## src/rtl/bullet_pool.sv

```systemverilog
// Pool of enemy-bullet slots: lowest-free-slot spawn allocation, per-slot fall speed,
// retire or wrap at the floor, and two independent combinational read ports.
module bullet_pool #(
   parameter int NUM_SLOTS = 8,
   parameter int IDX_W     = 3,
   parameter int COORD_W   = 8,
   parameter int VY_W      = 4,
   parameter int Y_LIMIT   = 200,
   parameter int WRAP_MODE = 1
) (
   input  logic                 clk,
   input  logic                 reset,
   input  logic                 tick,
   input  logic                 clear,
   input  logic                 spawn_valid,
   output logic                 spawn_ready,
   input  logic [COORD_W-1:0]   spawn_x,
   input  logic [COORD_W-1:0]   spawn_y,
   input  logic [COORD_W-1:0]   spawn_w,
   input  logic [COORD_W-1:0]   spawn_h,
   input  logic [2:0]           spawn_color,
   input  logic [VY_W-1:0]      spawn_vy,
   output logic [IDX_W-1:0]     spawn_slot,
   output logic [IDX_W:0]       active_count,
   input  logic [IDX_W-1:0]     index1,
   input  logic [IDX_W-1:0]     index2,
   output logic [2*COORD_W-1:0] position1,
   output logic [2*COORD_W-1:0] size1,
   output logic [2:0]           color1,
   output logic                 isRender1,
   output logic [2*COORD_W-1:0] position2,
   output logic [2*COORD_W-1:0] size2,
   output logic [2:0]           color2,
   output logic                 isRender2
);

   localparam logic [COORD_W:0] Y_LIM = (COORD_W+1)'(Y_LIMIT);

   logic [COORD_W-1:0] x_q     [NUM_SLOTS];
   logic [COORD_W-1:0] y_q     [NUM_SLOTS];
   logic [COORD_W-1:0] w_q     [NUM_SLOTS];
   logic [COORD_W-1:0] h_q     [NUM_SLOTS];
   logic [2:0]         color_q [NUM_SLOTS];
   logic [VY_W-1:0]    vy_q    [NUM_SLOTS];
   logic [NUM_SLOTS-1:0] active_q;
   logic [IDX_W:0]       count_q;

   logic [COORD_W-1:0]   y_next [NUM_SLOTS];
   logic [NUM_SLOTS-1:0] load;
   logic [NUM_SLOTS-1:0] move;
   logic [NUM_SLOTS-1:0] retire;
   logic [NUM_SLOTS-1:0] active_d;
   logic [IDX_W:0]       count_d;
   logic                 free_found;
   logic                 spawn_fire;

   function automatic logic [COORD_W-1:0] sat_add(input logic [COORD_W-1:0] y,
                                                  input logic [VY_W-1:0]    vy);
      logic [COORD_W:0] sum;
      sum = {1'b0, y} + (COORD_W+1)'(vy);
      return sum[COORD_W] ? {COORD_W{1'b1}} : sum[COORD_W-1:0];
   endfunction

   // Lowest inactive slot; depends only on registered active flags.
   always_comb begin
      spawn_slot = '0;
      free_found = 1'b0;
      for (int i = 0; i < NUM_SLOTS; i++) begin
         if (!active_q[i] && !free_found) begin
            spawn_slot = IDX_W'(i);
            free_found = 1'b1;
         end
      end
   end

   // Spawn handshake: a request transfers on a rising edge where spawn_valid && spawn_ready;
   // spawn_ready never looks at spawn_valid, and the request is simply ignored otherwise.
   assign spawn_ready = free_found && !clear;
   assign spawn_fire  = spawn_valid && spawn_ready;

   always_comb begin
      load   = '0;
      move   = '0;
      retire = '0;
      for (int i = 0; i < NUM_SLOTS; i++) begin
         y_next[i] = y_q[i];
         if (spawn_fire && spawn_slot == IDX_W'(i)) begin
            load[i] = 1'b1;
         end else if (tick && !clear && active_q[i]) begin
            if ({1'b0, y_q[i]} >= Y_LIM) begin
               if (WRAP_MODE != 0) begin
                  move[i]   = 1'b1;
                  y_next[i] = COORD_W'(1);
               end else begin
                  retire[i] = 1'b1;
               end
            end else begin
               move[i]   = 1'b1;
               y_next[i] = sat_add(y_q[i], vy_q[i]);
            end
         end
      end
   end

   // A retiring slot is not in load (it was active), so it cannot be refilled this cycle.
   always_comb begin
      active_d = clear ? '0 : ((active_q | load) & ~retire);
      count_d  = '0;
      for (int i = 0; i < NUM_SLOTS; i++) begin
         count_d = count_d + (IDX_W+1)'(active_d[i]);
      end
   end

   always_ff @(posedge clk or posedge reset) begin
      if (reset) begin
         for (int i = 0; i < NUM_SLOTS; i++) begin
            x_q[i]     <= '0;
            y_q[i]     <= '0;
            w_q[i]     <= '0;
            h_q[i]     <= '0;
            color_q[i] <= '0;
            vy_q[i]    <= '0;
         end
         active_q <= '0;
         count_q  <= '0;
      end else begin
         for (int i = 0; i < NUM_SLOTS; i++) begin
            if (load[i]) begin
               x_q[i]     <= spawn_x;
               y_q[i]     <= spawn_y;
               w_q[i]     <= spawn_w;
               h_q[i]     <= spawn_h;
               color_q[i] <= spawn_color;
               vy_q[i]    <= spawn_vy;
            end else if (move[i]) begin
               y_q[i] <= y_next[i];
            end
         end
         active_q <= active_d;
         count_q  <= count_d;
      end
   end

   assign active_count = count_q;

   // Out-of-range indices match no slot and so read as zero.
   always_comb begin
      position1 = '0;
      size1     = '0;
      color1    = '0;
      isRender1 = 1'b0;
      for (int i = 0; i < NUM_SLOTS; i++) begin
         if (index1 == IDX_W'(i)) begin
            position1 = {x_q[i], y_q[i]};
            size1     = {w_q[i], h_q[i]};
            color1    = color_q[i];
            isRender1 = active_q[i];
         end
      end
   end

   always_comb begin
      position2 = '0;
      size2     = '0;
      color2    = '0;
      isRender2 = 1'b0;
      for (int i = 0; i < NUM_SLOTS; i++) begin
         if (index2 == IDX_W'(i)) begin
            position2 = {x_q[i], y_q[i]};
            size2     = {w_q[i], h_q[i]};
            color2    = color_q[i];
            isRender2 = active_q[i];
         end
      end
   end

endmodule

```

## config.mk

```make
export PLATFORM = sky130hd
export DESIGN_NAME = bullet_pool
export DESIGN_NICKNAME = d
export VERILOG_FILES = /design/src/rtl/bullet_pool.sv
export SDC_FILE = /design/constraint.sdc
export NUM_CORES = 1
export LEC_CHECK = 0
export BUFFER_PORTS_ARGS = -buffer_cell sky130_fd_sc_hd__buf_4
export CAP_MARGIN = 20
export CORE_UTILIZATION = 55
export CTS_CLUSTER_DIAMETER = 120
export CTS_CLUSTER_SIZE = 24
export DETAILED_ROUTE_END_ITERATION = 8
export PLACE_DENSITY = 0.76
export RECOVER_POWER = 50
export SLEW_MARGIN = 30
export SYNTH_ARGS = -nofsm -noshare
export SYNTH_HDL_FRONTEND = slang
export SYNTH_SLANG_ARGS = --single-unit
```

## constraint.sdc

```tcl
create_clock -name clk -period 10.6 [get_ports clk]
set_input_delay 1.06 -clock clk [delete_from_list [all_inputs] [get_ports clk]]
set_output_delay 1.06 -clock clk [all_outputs]
set_load 0.1 [all_outputs]
```

# ---- Word-level counts from Yosys, hierarchy flattened
# Cells that the tools add are included.
dict set report totals {
  ff_bits 324
  input_bits 50
  output_inout_bits 80
}
dict set report op_classes {
  add_sub_neg 15
  n_lt_le_gt_ge 8
  n_eq_ne 29
  muxes 152
  n_bitwise 1
  n_reduce_logical 67
}
# op n
set op_table {}
lappend op_table {{2-to-1 mux 16 bit} 32}
lappend op_table {{2-to-1 mux 8 bit} 49}
lappend op_table {{adder 8 x 4 -> 9 bit} 8}
lappend op_table {{greater-or-equal comparator 8 bit, second input constant} 8}
lappend op_table {{2-to-1 mux 3 bit} 21}
lappend op_table {{2-to-1 mux 1 bit} 49}
lappend op_table {{== test 3 bit, second input constant} 12}
lappend op_table {{nonzero test 2 bit} 16}
lappend op_table {{logical AND 1 bit} 26}
lappend op_table {{AND reduction 3 bit} 8}
lappend op_table {{== test 3 x 2 -> 1 bit, second input constant} 6}
lappend op_table {{adder 4 x 1 -> 4 bit} 4}
lappend op_table {{!= test 2 bit, second input constant} 8}
lappend op_table {{zero test 1 bit} 14}
lappend op_table {{== test 3 x 1 -> 1 bit, second input constant} 3}
lappend op_table {{zero test 3 bit} 3}
lappend op_table {{OR 8 bit} 1}
lappend op_table {{adder 3 x 1 -> 4 bit} 1}
lappend op_table {{adder 2 x 1 -> 3 bit} 1}
lappend op_table {{adder 1 x 1 -> 2 bit} 1}
lappend op_table {{2-to-1 mux 2 bit} 1}

# ---- Logic depth before layout (Yosys ltp)
dict set report logic_depth {
  depth_word 34
  mapped_depth 13
  ltp_nobuf 12
}

# ---- Worst setup path after synthesis
# Ideal clock, no wire load.
dict set report synth_timing {
  path_type {input -> output}
  startpoint {input port index2[2]}
  endpoint {output port position2[0]}
  t_arrival_ns 3.678
  path_slack_ns 5.862
  cell_stages 6
  path_cell_list {clkbuf_1 -> buf_2 -> clkbuf_1 -> clkbuf_1 -> o21ai_0 -> a32oi_1}
}
dict set report synth_via {
  elab_chain_len 9
  elab_cells_between_ends 16
  cone_classes {eq/ne (7); mux (8); reduce/logical (1)}
}
# item line_no
set synth_lines {}
lappend synth_lines {{start, declared} 26} ;# input logic [IDX_W-1:0] index2,
lappend synth_lines {{zero test 3 bit} 168} ;# if (index2 == IDX_W'(i)) begin
lappend synth_lines {{2-to-1 mux 16 bit (7 in series)} 168}
lappend synth_lines {{2-to-1 mux 16 bit (*)} 168}
lappend synth_lines {{end, declared} 31} ;# output logic [2*COORD_W-1:0] position2,
# Mark *: on every way between the ends. The rest lies on a longest branch, timed or not.

# ---- Worst setup path after layout
dict set report layout_timing {
  startpoint {input port clear}
  endpoint {register count_q[2] (netlist: active_count[2])}
}
dict set report layout_via {
  elab_chain_len 14
  elab_cells_between_ends 28
  cone_classes {add/sub (7); mux (9); bitwise (1); reduce/logical (11)}
}
# item line_no
set layout_lines {}
lappend layout_lines {{start, declared} 14} ;# input logic clear,
lappend layout_lines {{zero test 1 bit} 78} ;# assign spawn_ready = free_found && !clear;
lappend layout_lines {{logical AND 1 bit} 78}
lappend layout_lines {{logical AND 1 bit} 79} ;# assign spawn_fire = spawn_valid && spawn_ready;
lappend layout_lines {{logical AND 1 bit} 87} ;# if (spawn_fire && spawn_slot == IDX_W'(i)) begin
lappend layout_lines {{2-to-1 mux 1 bit} 87}
lappend layout_lines {{OR 8 bit} 107} ;# active_d = clear ? '0 : ((active_q | load) & ~retire);
lappend layout_lines {{2-to-1 mux 8 bit (*)} 107}
lappend layout_lines {{adder 1 x 1 -> 2 bit} 110} ;# count_d = count_d + (IDX_W+1)'(active_d[i]);
lappend layout_lines {{adder 2 x 1 -> 3 bit} 110}
lappend layout_lines {{adder 3 x 1 -> 4 bit} 110}
lappend layout_lines {{adder 4 x 1 -> 4 bit (3 in series)} 110}
lappend layout_lines {{adder 4 x 1 -> 4 bit (*)} 110}
lappend layout_lines {{via count_d[2]} 53} ;# logic [IDX_W:0] count_d;
lappend layout_lines {{end signal, assigned} 140} ;# count_q <= count_d;
lappend layout_lines {{end, declared} 46} ;# logic [IDX_W:0] count_q;
# Mark *: on every way through the listed nets, which the timed path passes. The rest lies on a longest branch.
# A chain may end at the register's enable or synchronous reset.

==> out/qor.yml <==
setup_path:
  crit_top_cell: "fa_1"
  crit_arrival_ns: 6.80
  crit_family: "buffers and inverters"
  r2r-end: "active_count[2]"
  cpPeakStageDelay_ns: 1.88
  critical_path_buf_inv_count: 4
  reg2reg_slack_ns: 4.60
  endpoint_kind: "flip-flop"
  crit_path_max_fanout: 43
  critPathRequiredTime_ns: 11.03
  crit_path_cell_trace: "clkbuf_1 > nand4b_1 > nor3_2 > clkbuf_1 > nor2_1 > or2_2 > fa_1 > fa_1 > inv_1 > fa_1 > ha_1 > inv_1 > fa_1 > xnor2_1"
  slowest_stage: "clkbuf_1"
  critical_path_class: "in2reg"
  cp.depth: 14
  r2r_start: "active_q[0]"
  startpoint_type: "input pin"
  rr_worst_depth: 13
yosys:
  ys_ff_latch: 324
  seq_area_frac_synth_pct: 41.9
  ys_warn_count: 0
  synthFlopType: "dfrtp_1"
  synth_edf_count: 0
  synth_nets: 2310
  synth_area_um2: 19300
  syn_inst: 2213
  async_flop_share_pct: 100
  ys_types: 69
  syn_area_per_cell_um2: 8.73
timing:
  period_needed_ns: 6.37
  worst_pin_slew_ns: 5.14
  drv_slew: 253
  hold_viol: 0
  slew_headroom_pct: -244
  tns_ns: 0
  fin_crit_sh_pct: 60.1
  rsz0062_at_grt: "false"
  fmaxAchievable_ghz: 0.157
  fin_skew_ns: 0.0232
  setup_viol: 0
power:
  totalPowerFinal_mw: 3.16
  leakage_nw: 9.95
  power_density_nw_per_um2: 151
  ir_worst_vdd_mv: 0.106
run_status:
  violations: "max-capacitance violations, max-slew violations"
  status: "finished, violations left"
cts:
  cts_setup_buffers: 0
  cts_tree: "done"
  path_clk_slew_ns: 0.10
  numCtsBuffers: 17
  cts_root_buf: "clkbuf_16"
  postCtsHoldBufs: 0
  ctsResizeCount: 0
  insertion_delay_ns: 0.55
  clk_path_buf_depth: 3
  cts-htree-levels: 1
  clock-sinks: 324
routing:
  finalWirelength_um: 65900
  drtIter0Drc: 2722
  dr_wl_met2_um: 27900
  drcViolationCount: 0
  met3WireLength_um: 8140
  wl_met1_um: 26200
  drtPass1Iterations: 6
  antenna_left: 0
  num_vias: 18100
  highest_layer: "met5"
  via_per_inst: 6.76
  avgRoutedWirePerCell_um: 24.6
min_path:
  hold_class: "reg2reg"
  min-delay-start: "vy_q[12]"
  min_path_cells: 2
  hold_path_end: "vy_q[12]"
die:
  die_w_um: 189
  ios: 130
  initial_utilization_pct: 56.0
  rows: 68
  die_h_um: 189
  dieArea_um2: 35900
  core_um2: 34500
cells_and_area:
  multi_input_area_um2: 10400
  insertedDiodeCount: 0
  seq_area_um2: 8110
  stdcell_count: 2679
  fillers: 3065
  stdcell_area_um2: 20900
  final_util_pct: 60.5
  drive_gt1_share_pct: 14.9
  nNetsFinal: 2320
  area_growth_pct: 8.12
placed_design:
  post-dp-hpwl_um: 41100
  routabilityCongestion: 0.990
  place_area_um2: 20500
  dp_cells: 2659
  port_buffers: 129
global_route:
  grt-ovfl-total: 0
  grt.total_usage_pct: 36.5
  grt_pass1_wl_um: 101000
  grt_pass1_vias: 17200
  grt_max_degree: 109
  antenna_found_initial: 2
run:
  maxCapViolCount: 6
tightest hold or removal path: stages, from the launching register on:
cell and delay, ns:
dfrtp_1 0.36, nand2_1 0.05, nand2_1 0.06
state kept, by name (all words and copies together) (netlist names):
register / count
h_q: 64
x_q: 64
active_count: 4
vy_q: 32
w_q: 64
y_q: 64
active_q: 8
color_q: 24
synthesized netlist by cell type (all sizes together), types with 7 or more instances:
master | n | share of area (%)
mux4 | 17 | 2.0
a211oi | 15 | 0.58
a22oi | 61 | 2.4
clkbuf | 118 | 2.3
nor3 | 30 | 0.84
mux2 | 118 | 6.9
buf | 50 | 1.3
dfrtp | 324 | 42
nand2 | 590 | 11
xnor2 | 7 | 0.32
nor2b | 14 | 0.45
nand2b | 10 | 0.32
a22o | 63 | 2.9
o221ai | 53 | 2.4
inv | 54 | 1.0
a211o | 7 | 0.32
fa | 12 | 1.2
a31oi | 13 | 0.45
a21o | 23 | 0.89
ha | 35 | 2.3
xor2 | 7 | 0.32
a221oi | 14 | 0.63
nand3 | 28 | 0.73
o211ai | 21 | 0.82
o22ai | 20 | 0.65
nor2 | 119 | 2.3
mux2i | 40 | 2.1
and3 | 9 | 0.29
o21ai | 175 | 4.5
a21oi | 102 | 2.6
power breakdown:
group	total (mW)	switching (mW)	internal [mW]
clock network	0.740	0.422	0.318
logic	0.923	0.613	0.310
registers	1.50	0.148	1.35
total	3.16	1.18	1.98
metal layers:
| layer | up-vias | track usage [%] |
|---|---|---|
| li1 | 7822 | - |
| met1 | 8812 | 50.7 |
| met2 | 1222 | 52.7 |
| met3 | 262 | 9.34 |
| met4 | 2 | 18.4 |
| met5 | - | 0 |
cells in the final DEF, fill, tap and decap left out, types with 12 or more instances in the layout:
master,instances
clkbuf_16,17
nor3_1,27
o211ai_1,21
mux2_2,118
dfrtp_1,324
o221ai_1,53
a22oi_1,61
buf_4,152
a21oi_1,102
o22ai_1,20
a31oi_1,12
mux4_2,16
ha_1,35
a21o_1,23
a221oi_1,14
fa_1,12
a22o_1,63
inv_1,52
o21ai_0,174
nand2_1,589
mux2i_1,40
nor2_1,118
nand3_1,28
a211oi_1,15
final cells by class:
| class | instances | share of cell area [%] |
|---|---|---|
| Tap cell | 455 | 2.72 |
| Timing Repair Buffer | 159 | 5.68 |
| Clock inverter | 3 | 0.228 |
| Multi-Input combinational cell | 1667 | 49.6 |
| Inverter | 54 | 0.976 |
| Sequential cell | 324 | 38.8 |
| Clock buffer | 17 | 2.04 |
logic make-up (layout without fill, tap and decap cells):
| family | Yosys count | count (layout) | synth area share, % |
|---|---|---|---|
| adder cells (fa/ha/maj) | 47 | 47 | 3.51 |
| XOR/XNOR | 14 | 14 | 0.634 |
| flip-flops | 324 | 324 | 41.9 |
| AO/OA/AOI/OAI | 601 | 601 | 20.7 |
| multiplexers | 175 | 175 | 10.9 |
| buffers and inverters | 222 | 233 | 4.66 |
| AND/OR/NAND/NOR | 830 | 830 | 17.6 |
worst max-delay path by stage:
stage / start / end / slack (ns)
4_1_cts: index2[2] / position2[1] / 5.61
3_5_place_dp: clear / active_count[2] / 5.42
6_report: clear / active_count[2] / 4.23
2_1_floorplan: reset / active_count[0] / 0.57
3_3_place_gp: clear / active_count[1] / 5.51
5_1_grt: clear / active_count[2] / 3.91
metrics by stage:
step / worst slack (ns) / hold WS [ns]
after global routing: 3.91 / 0.519
after floorplan: 0.570 / 0.448
after CTS: 5.61 / 0.493
after detailed placement: 5.42 / 0.470
final: 4.23 / 0.493
after global placement: 5.51 / 0.465
(Power assumes the default switching activity.)
